### config.mk
export PLATFORM = sky130hd
export DESIGN_NAME = rr_sel4
export DESIGN_NICKNAME = d
export VERILOG_FILES = /design/src/rtl/rr_sel4.sv
export SDC_FILE = /design/constraint.sdc
export NUM_CORES = 1
export LEC_CHECK = 0
export ABC_CLOCK_PERIOD_IN_PS = 5300
export BUFFER_PORTS_ARGS = -buffer_cell sky130_fd_sc_hd__buf_2
export CORE_MARGIN = 4
export CORE_UTILIZATION = 48
export DETAILED_ROUTE_END_ITERATION = 10
export PLACE_DENSITY = 0.87
export RECOVER_POWER = 25
export SETUP_SLACK_MARGIN = 0.4
export SYNTH_ARGS = -nofsm -noshare
export SYNTH_HDL_FRONTEND = slang
export SYNTH_SLANG_ARGS = --single-unit
### constraint.sdc
create_clock -name clk -period 5.3 [get_ports clk]
set_clock_uncertainty 0.2 [all_clocks]
set_input_delay 1.06 -clock clk [delete_from_list [all_inputs] [get_ports clk]]
set_output_delay 1.06 -clock clk [all_outputs]
set_load 0.1 [all_outputs]
### src/rtl/rr_sel4.sv
// rr_sel4: four-channel round-robin selector feeding a single output register stage.
// Optional feature: define RR_SEL4_GRANT_CNT_EN to add an 8-bit saturating grant counter port.
module rr_sel4 #(
   parameter int W = 4
) (
   input  logic         clk,
   input  logic         reset_n,
   input  logic [3:0]   req,
   input  logic [W-1:0] d0,
   input  logic [W-1:0] d1,
   input  logic [W-1:0] d2,
   input  logic [W-1:0] d3,
   output logic [3:0]   gnt,
   output logic [1:0]   s,
   output logic [W-1:0] y,
   output logic         y_valid,
   input  logic         out_ready
`ifdef RR_SEL4_GRANT_CNT_EN
   ,
   output logic [7:0]   grant_cnt
`endif
);

   typedef enum logic {EMPTY, FULL} state_t;

   state_t       state;
   state_t       state_next;
   logic [1:0]   last;
   logic [1:0]   sel;
   logic [1:0]   cand;
   logic         found;
   logic         slot_free;
   logic         load;
   logic [W-1:0] sel_data;

   // Round-robin search starting just after the last winner; the last winner itself is tried last.
   always_comb begin
      sel   = last;
      cand  = last;
      found = 1'b0;
      for (int k = 1; k <= 4; k++) begin
         cand = last + 2'(k);
         if (!found && req[cand]) begin
            sel   = cand;
            found = 1'b1;
         end
      end
   end

   // Slot/load decision, grant and next state; nothing is granted while reset is held.
   always_comb begin
      state_next = state;
      slot_free  = (state == EMPTY) || out_ready;
      load       = reset_n && slot_free && (req != 4'b0000);
      gnt        = 4'b0000;
      if (load) begin
         gnt        = 4'b0001 << sel;
         state_next = FULL;
      end else if ((state == FULL) && out_ready) begin
         state_next = EMPTY;
      end
   end

   // Data mux for the winning channel.
   always_comb begin
      sel_data = d0;
      case (sel)
         2'd0:    sel_data = d0;
         2'd1:    sel_data = d1;
         2'd2:    sel_data = d2;
         default: sel_data = d3;
      endcase
   end

   // Output register stage; y and s only change on a load, so a drain keeps the old word visible.
   always_ff @(posedge clk or negedge reset_n) begin
      if (!reset_n) begin
         state <= EMPTY;
         y     <= '0;
         s     <= 2'b00;
         last  <= 2'd3;
      end else begin
         state <= state_next;
         if (load) begin
            y    <= sel_data;
            s    <= sel;
            last <= sel;
         end
      end
   end

   assign y_valid = (state == FULL);

`ifdef RR_SEL4_GRANT_CNT_EN
   // Count loads, sticking at 255 instead of wrapping.
   always_ff @(posedge clk or negedge reset_n) begin
      if (!reset_n) begin
         grant_cnt <= 8'd0;
      end else if (load && (grant_cnt != 8'd255)) begin
         grant_cnt <= grant_cnt + 8'd1;
      end
   end
`endif

endmodule

==> results of run 1 <==
-- layer usage --
metal | up-vias | part of all wire, % | GRT usage, %
li1 | 375 | - | -
met2 | 45 | 45 | 28.7
met5 | - | 0 | 0
met4 | 0 | 1.4 | 11.0
met3 | 4 | 11 | 4.60
met1 | 329 | 42 | 24.2
-- flip-flops by register name, summed over array words and instances (netlist names) --
register	cells
y	4
last	2
y_valid	1
s	2
-- cell families (layout without fill, tap and decap cells) --
| group | count (synthesis) | in the layout | share of synthesized area (%) |
|---|---|---|---|
| muxes | 2 | 2 | 2.74 |
| AOI/OAI and AO/OA | 28 | 28 | 34.4 |
| and+or+nand+nor | 30 | 30 | 23.6 |
| DFF | 9 | 9 | 31.2 |
| buffers and inverters | 9 | 41 | 8.05 |
-- final timing paths --
check                           to  slack, ns  cells past startpoint  startpoint
max                         gnt[2]       1.13                      6     reset_n
min                           y[2]       0.28                      2        y[2]
max reg2reg                   y[3]       2.89                      4     last[1]
min reg2reg                   y[2]       0.28                      2        y[2]
max in group asynchronous  last[0]       4.00                      1     reset_n
min in group asynchronous     s[0]       0.55                      1     reset_n
-- tightest hold or removal path, cell delays in order (launching register included) --
cell,delay (ns)
dfrtp_1,0.33
nand2_1,0.05
o41ai_1,0.06
-- power by group through the flow --
stage | logic, W | registers, W | clock network, W
after global placement | 0.000278 | 0.000113 | 0
after floorplan | 0.000136 | 0.000218 | 0
after CTS | 0.000282 | 0.000113 | 0.0000519
after global routing | 0.000298 | 0.000117 | 0.0000564
after detailed placement | 0.000282 | 0.000114 | 0
final | 0.000283 | 0.000114 | 0.0000499
-- final cells by class --
cell class                      count  share of cell area [%]
Clock buffer                        4                    2.93
Tap cell                           15                    2.09
Multi-Input combinational cell     60                    49.6
Timing Repair Buffer               33                    18.3
Sequential cell                     9                    25.4
Inverter                            4                    1.68
-- through the flow --
stage	hold slack, ns	instance area (µm²)
2_1_floorplan	0.449	731
3_3_place_gp	0.263	871
3_5_place_dp	0.266	871
4_1_cts	0.281	897
5_1_grt	0.302	896
6_report	0.280	896
-- cell usage in the layout (no fill, tap or decap), types with 2 or more instances in the layout --
cell type,count
buf_2,32
clkbuf_1,2
nor2b_1,3
nand2_1,6
nand3b_1,2
a2111oi_0,4
o21a_1,5
o41ai_1,4
clkbuf_4,3
nor3_1,4
a211oi_1,4
mux2i_1,2
nand2b_1,4
nor2_1,4
dfrtp_1,7
inv_1,4
dfstp_2,2
a311oi_1,4
==> results_dict.tcl, run 1 <==
set metrics [dict create \
    synth_commonest_cells "dfrtp_1 (7), nand2_1 (6), o21a_1 (5)" \
    clock_sink_count 9 \
    core-area_um2 1370 \
    seq_area_um2 228 \
    switching_share_pct 57.7 \
    clk_pin_slew_worst_paths_ns 0.05 \
    holdBufCountCts 0 \
    slowest_stage "buf_2" \
    yosysTopAreaCellShare_pct 24.0 \
    relSlewSlack_pct 65.6 \
    cts_root_buffer "clkbuf_4" \
    setup_viol 0 \
    yosysWarnings 0 \
    peakVddDrop_v 0.000331 \
    place_hpwl_um 1470 \
    worst_slack_ns 1.13 \
    grt_pass1_vias 730 \
    via_count 753 \
    slowest_delay_ns 0.43 \
    io_buffers 33 \
    synth-seq-cells 9 \
    combPwrFrac_pct 63.3 \
    crit_chain "clkbuf_1, o41ai_2, nand2b_1, or3_1, nor2_1, buf_2" \
    yosys_most_used_dff "dfrtp_1" \
    wl_per_cell_um 14.6 \
    dieArea_um2 2210 \
    seqPwrFrac_pct 25.5 \
    antennaDiodeCount 0 \
    async_flop_share_pct 100 \
    drv_slew 0 \
    place_ws_ns 1.38 \
    clockBufferDepth 2 \
    worstPathArrival_ns 2.91 \
    cp_data_required_time_ns 4.04 \
    postSynthCellCount 78 \
    crit_buf_inv 2 \
    initial_core_util_pct 53.5 \
    drcViolationCount 0 \
    cp_max_fo 10 \
    grt_max_degree 12 \
    power_density_nw_per_um2 498 \
    p_leak_nw 0.403 \
    synth.avg_cell_area_um2 9.37 \
    die_w_um 47.0 \
    synth_most_common_cell "dfrtp_1" \
    wl_um 1820 \
    cts_tree "yes" \
    critPathKind "in -> out" \
    synth_edf_count 0 \
    synth_area_leader_cell "dfrtp_1" \
    dp_cells 121 \
    grt_usage_pct 18.9 \
    std_cell_rows 13 \
    intPower_w 0.000189 \
    multi_input_area_um2 444 \
    antenna_found_initial 0 \
    fmax_mhz 240 \
    synth_area_leaders "dfrtp_1 (24%), dfstp_2 (7.2%), o21a_1 (5.1%)" \
    cap_violations 0 \
    finalSetupTns_ns 0 \
    fin_nets 134 \
    clock_latency_ns 0.25 \
    cp-start-kind "primary input" \
    die_h_um 47.0 \
    end_kind "primary output" \
    drive_gt1_share_pct 38.2 \
    synth_seq_area_share_pct 31.2 \
    globalplace.congestion 0.789 \
    ios 34 \
    gr-total-overflow 0 \
    area_growth_pct 22.6 \
    final_util_pct 65.6 \
    p_sw_w 0.000258 \
    fin_cells 125 \
    power_w 0.000446 \
    synth_cell_type_count 31 \
    hold_class "reg -> reg" \
    grt_pass1_wl_um 2970 \
    critPathTopFamily "simple AND/OR/NAND/NOR gates" \
    min_period_ns 4.17 \
    ant_nets 0 \
    dr.first_iter.drc_count 14 \
    synth_area_um2 731 \
    tightest_slew_ns 0.516 \
    via_per_inst 6.02 \
    outcome "finished, final reports clean" \
    postCtsSetupBuffers 0 \
    final.period_utilization_pct 78.6 \
    first_pass_iters 4 \
    clock_power_share_pct 11.2 \
    rsz0062_at_grt "no" \
    cts_buffers 3 \
    h-tree-depth 1 \
    finalHoldViolCount 0 \
    fill_cells 130 \
    cts-resized-gates 0 \
    synth_nets 101 \
]
Power figures use the tool's default switching activity.
==> run 2: changes to the inputs <==
ABC_AREA = 1   (was default)
ABC_CLOCK_PERIOD_IN_PS = 4330   (was 5300)
CORE_UTILIZATION = 47   (was 48)
PLACE_DENSITY = 0.83   (was 0.87)
clock period = 4.33 ns   (was 5.3 ns; I/O delays follow)
==> results_dict.tcl, run 2 <==
set metrics [dict create \
    synth_edf_count 0 \
    via_count 914 \
    dr.first_iter.drc_count 16 \
    critPathTopFamily "simple AND/OR/NAND/NOR gates" \
    cp.depth 7 \
    cp-start-kind "primary input" \
    postSynthCellCount 120 \
    antennaDiodeCount 0 \
    ant_nets 0 \
    first_pass_iters 4 \
    holdBufCountCts 0 \
    wl_um 2000 \
    final_cell_mix "nand2_1 (45), buf_2 (33), nand3_1 (12)" \
    reg2reg_depth 13 \
    grt_pass1_vias 802 \
    synth_nets 143 \
    grt_pass1_wl_um 3300 \
    outcome "finished, final reports clean" \
    hold_class "in -> async" \
    crit_chain "buf_2, or4_1, nand3_1, inv_1, nand2_1, a21oi_2, buf_2" \
    dieArea_um2 2530 \
    cap_violations 0 \
    worstPathArrival_ns 2.51 \
    synth-adder-area-share_pct 0 \
    area_growth_pct 24.1 \
    clockBufferDepth 2 \
    setup_viol 0 \
    fmax_mhz 279 \
    drcViolationCount 0 \
    synth_seq_area_share_pct 27.0 \
    end_kind "primary output" \
    r2r-end "y[2]" \
    crit_top_cell "buf_2" \
    synth_cell_type_count 22 \
    yosys.area_share.simple_pct 55.1 \
    std_cell_rows 15 \
    via_per_inst 5.11 \
    drive_gt1_share_pct 41.6 \
    grt_max_degree 16 \
    grt_usage_pct 16.5 \
    synth_commonest_cells "nand2_1 (45), nand3_1 (12), dfrtp_1 (7), inv_1 (7), nand2_4 (6)" \
    die_w_um 50.3 \
    finalSetupTns_ns 0 \
    synth_area_um2 842 \
    cp_data_required_time_ns 3.26 \
    synth-seq-cells 9 \
    wl_per_cell_um 11.2 \
    core-area_um2 1710 \
    largest_register_ffs 4 \
    finalHoldViolCount 0 \
    relSlewSlack_pct 67.8 \
    final.period_utilization_pct 82.7 \
    reg.largest.list "y: 4 flops, last: 2 flops, s: 2 flops" \
    min_period_ns 3.58 \
    synth_area_leaders "dfrtp_1 (21%), nand2_1 (20%), nand2_4 (8.0%)" \
    h-tree-depth 1 \
    slowest_delay_ns 0.52 \
    io_buffers 33 \
    fill_cells 152 \
    async_flop_share_pct 100 \
    clock_latency_ns 0.25 \
    postCtsSetupBuffers 0 \
    synth_area_leader_cell "dfrtp_1" \
    cts_buffers 3 \
    synth_compound_area_share_pct 8.02 \
    fin_nets 178 \
    place_hpwl_um 1670 \
    yosys_most_used_dff "dfrtp_1" \
    critPathKind "in -> out" \
    tightest_slew_ns 0.487 \
    synth.avg_cell_area_um2 7.02 \
    cts-resized-gates 0 \
    synth_mux_area_share_pct 0 \
    clock_sink_count 9 \
    cts_root_buffer "clkbuf_4" \
    die_h_um 50.3 \
    r2r_slack_ns 2.10 \
    rsz0062_at_grt "no" \
    drv_slew 0 \
    antenna_found_initial 0 \
    yosysWarnings 0 \
    initial_core_util_pct 49.3 \
    crit_buf_inv 3 \
    cts_tree "yes" \
    yosysTopAreaCellShare_pct 20.8 \
    layout_commonest_cell "nand2_1" \
    synth_most_common_cell "nand2_1" \
    ios 34 \
    globalplace.congestion 0.828 \
    slowest_stage "or4_1" \
    synth_xor_xnor_area_share_pct 0 \
    gr-total-overflow 0 \
    timing.rr.start "last[0]" \
    regMostFlops "y" \
    synth_top_family_by_area "simple AND/OR/NAND/NOR gates" \
    cp_max_fo 9 \
    clk_pin_slew_worst_paths_ns 0.06 \
]
run 2: area by class of cell:
class / count / area (µm²) / area share, %
clock buffer: 4 / 26.3 / 2.51
timing repair buffer: 33 / 165 / 15.8
sequential: 9 / 228 / 21.8
tap: 25 / 31.3 / 2.99
inverter: 11 / 48.8 / 4.67
multi-input combinational: 97 / 546 / 52.2
run 2: cell families after synthesis:
group | count (synthesis)
flops | 9
simple gates | 87
compound gates | 10
buf+inv | 14
run 2: stage by stage:
step,instances,util (%),hold slack (ns),worst slack [ns],cell area [µm²]
final,179,61.2,0.255,0.750,1040
after global routing,179,61.2,0.253,0.618,1040
after detailed placement,175,59.6,0.266,0.758,1020
after CTS,179,61.2,0.258,0.750,1040
after floorplan,120,-,0.354,0.416,856
after global placement,175,59.6,0.265,0.810,1020
run 2: how the worst max path moves through the flow:
stage               startpoint  endpoint  slack, ns
finish                  req[1]    gnt[3]       0.75
global route            req[1]    gnt[1]       0.62
CTS                     req[1]    gnt[3]       0.75
detailed placement      req[1]    gnt[3]       0.76
global placement        req[1]    gnt[3]       0.81
floorplan               req[2]    gnt[0]       0.42
run 2: metal layers:
metal  track usage, %  share of wire (%)  vias to the layer above
met5                0                  0                        -
met4             1.79                  0                        0
met3             4.75                6.0                        0
met2             30.2                 52                       33
met1             19.5                 42                      417
li1                 -                  -                      464
Power of run 2 is left out: the tool's default activity adds up to more than one toggle a clock period on the data nets, which glitch-free logic cannot reach.
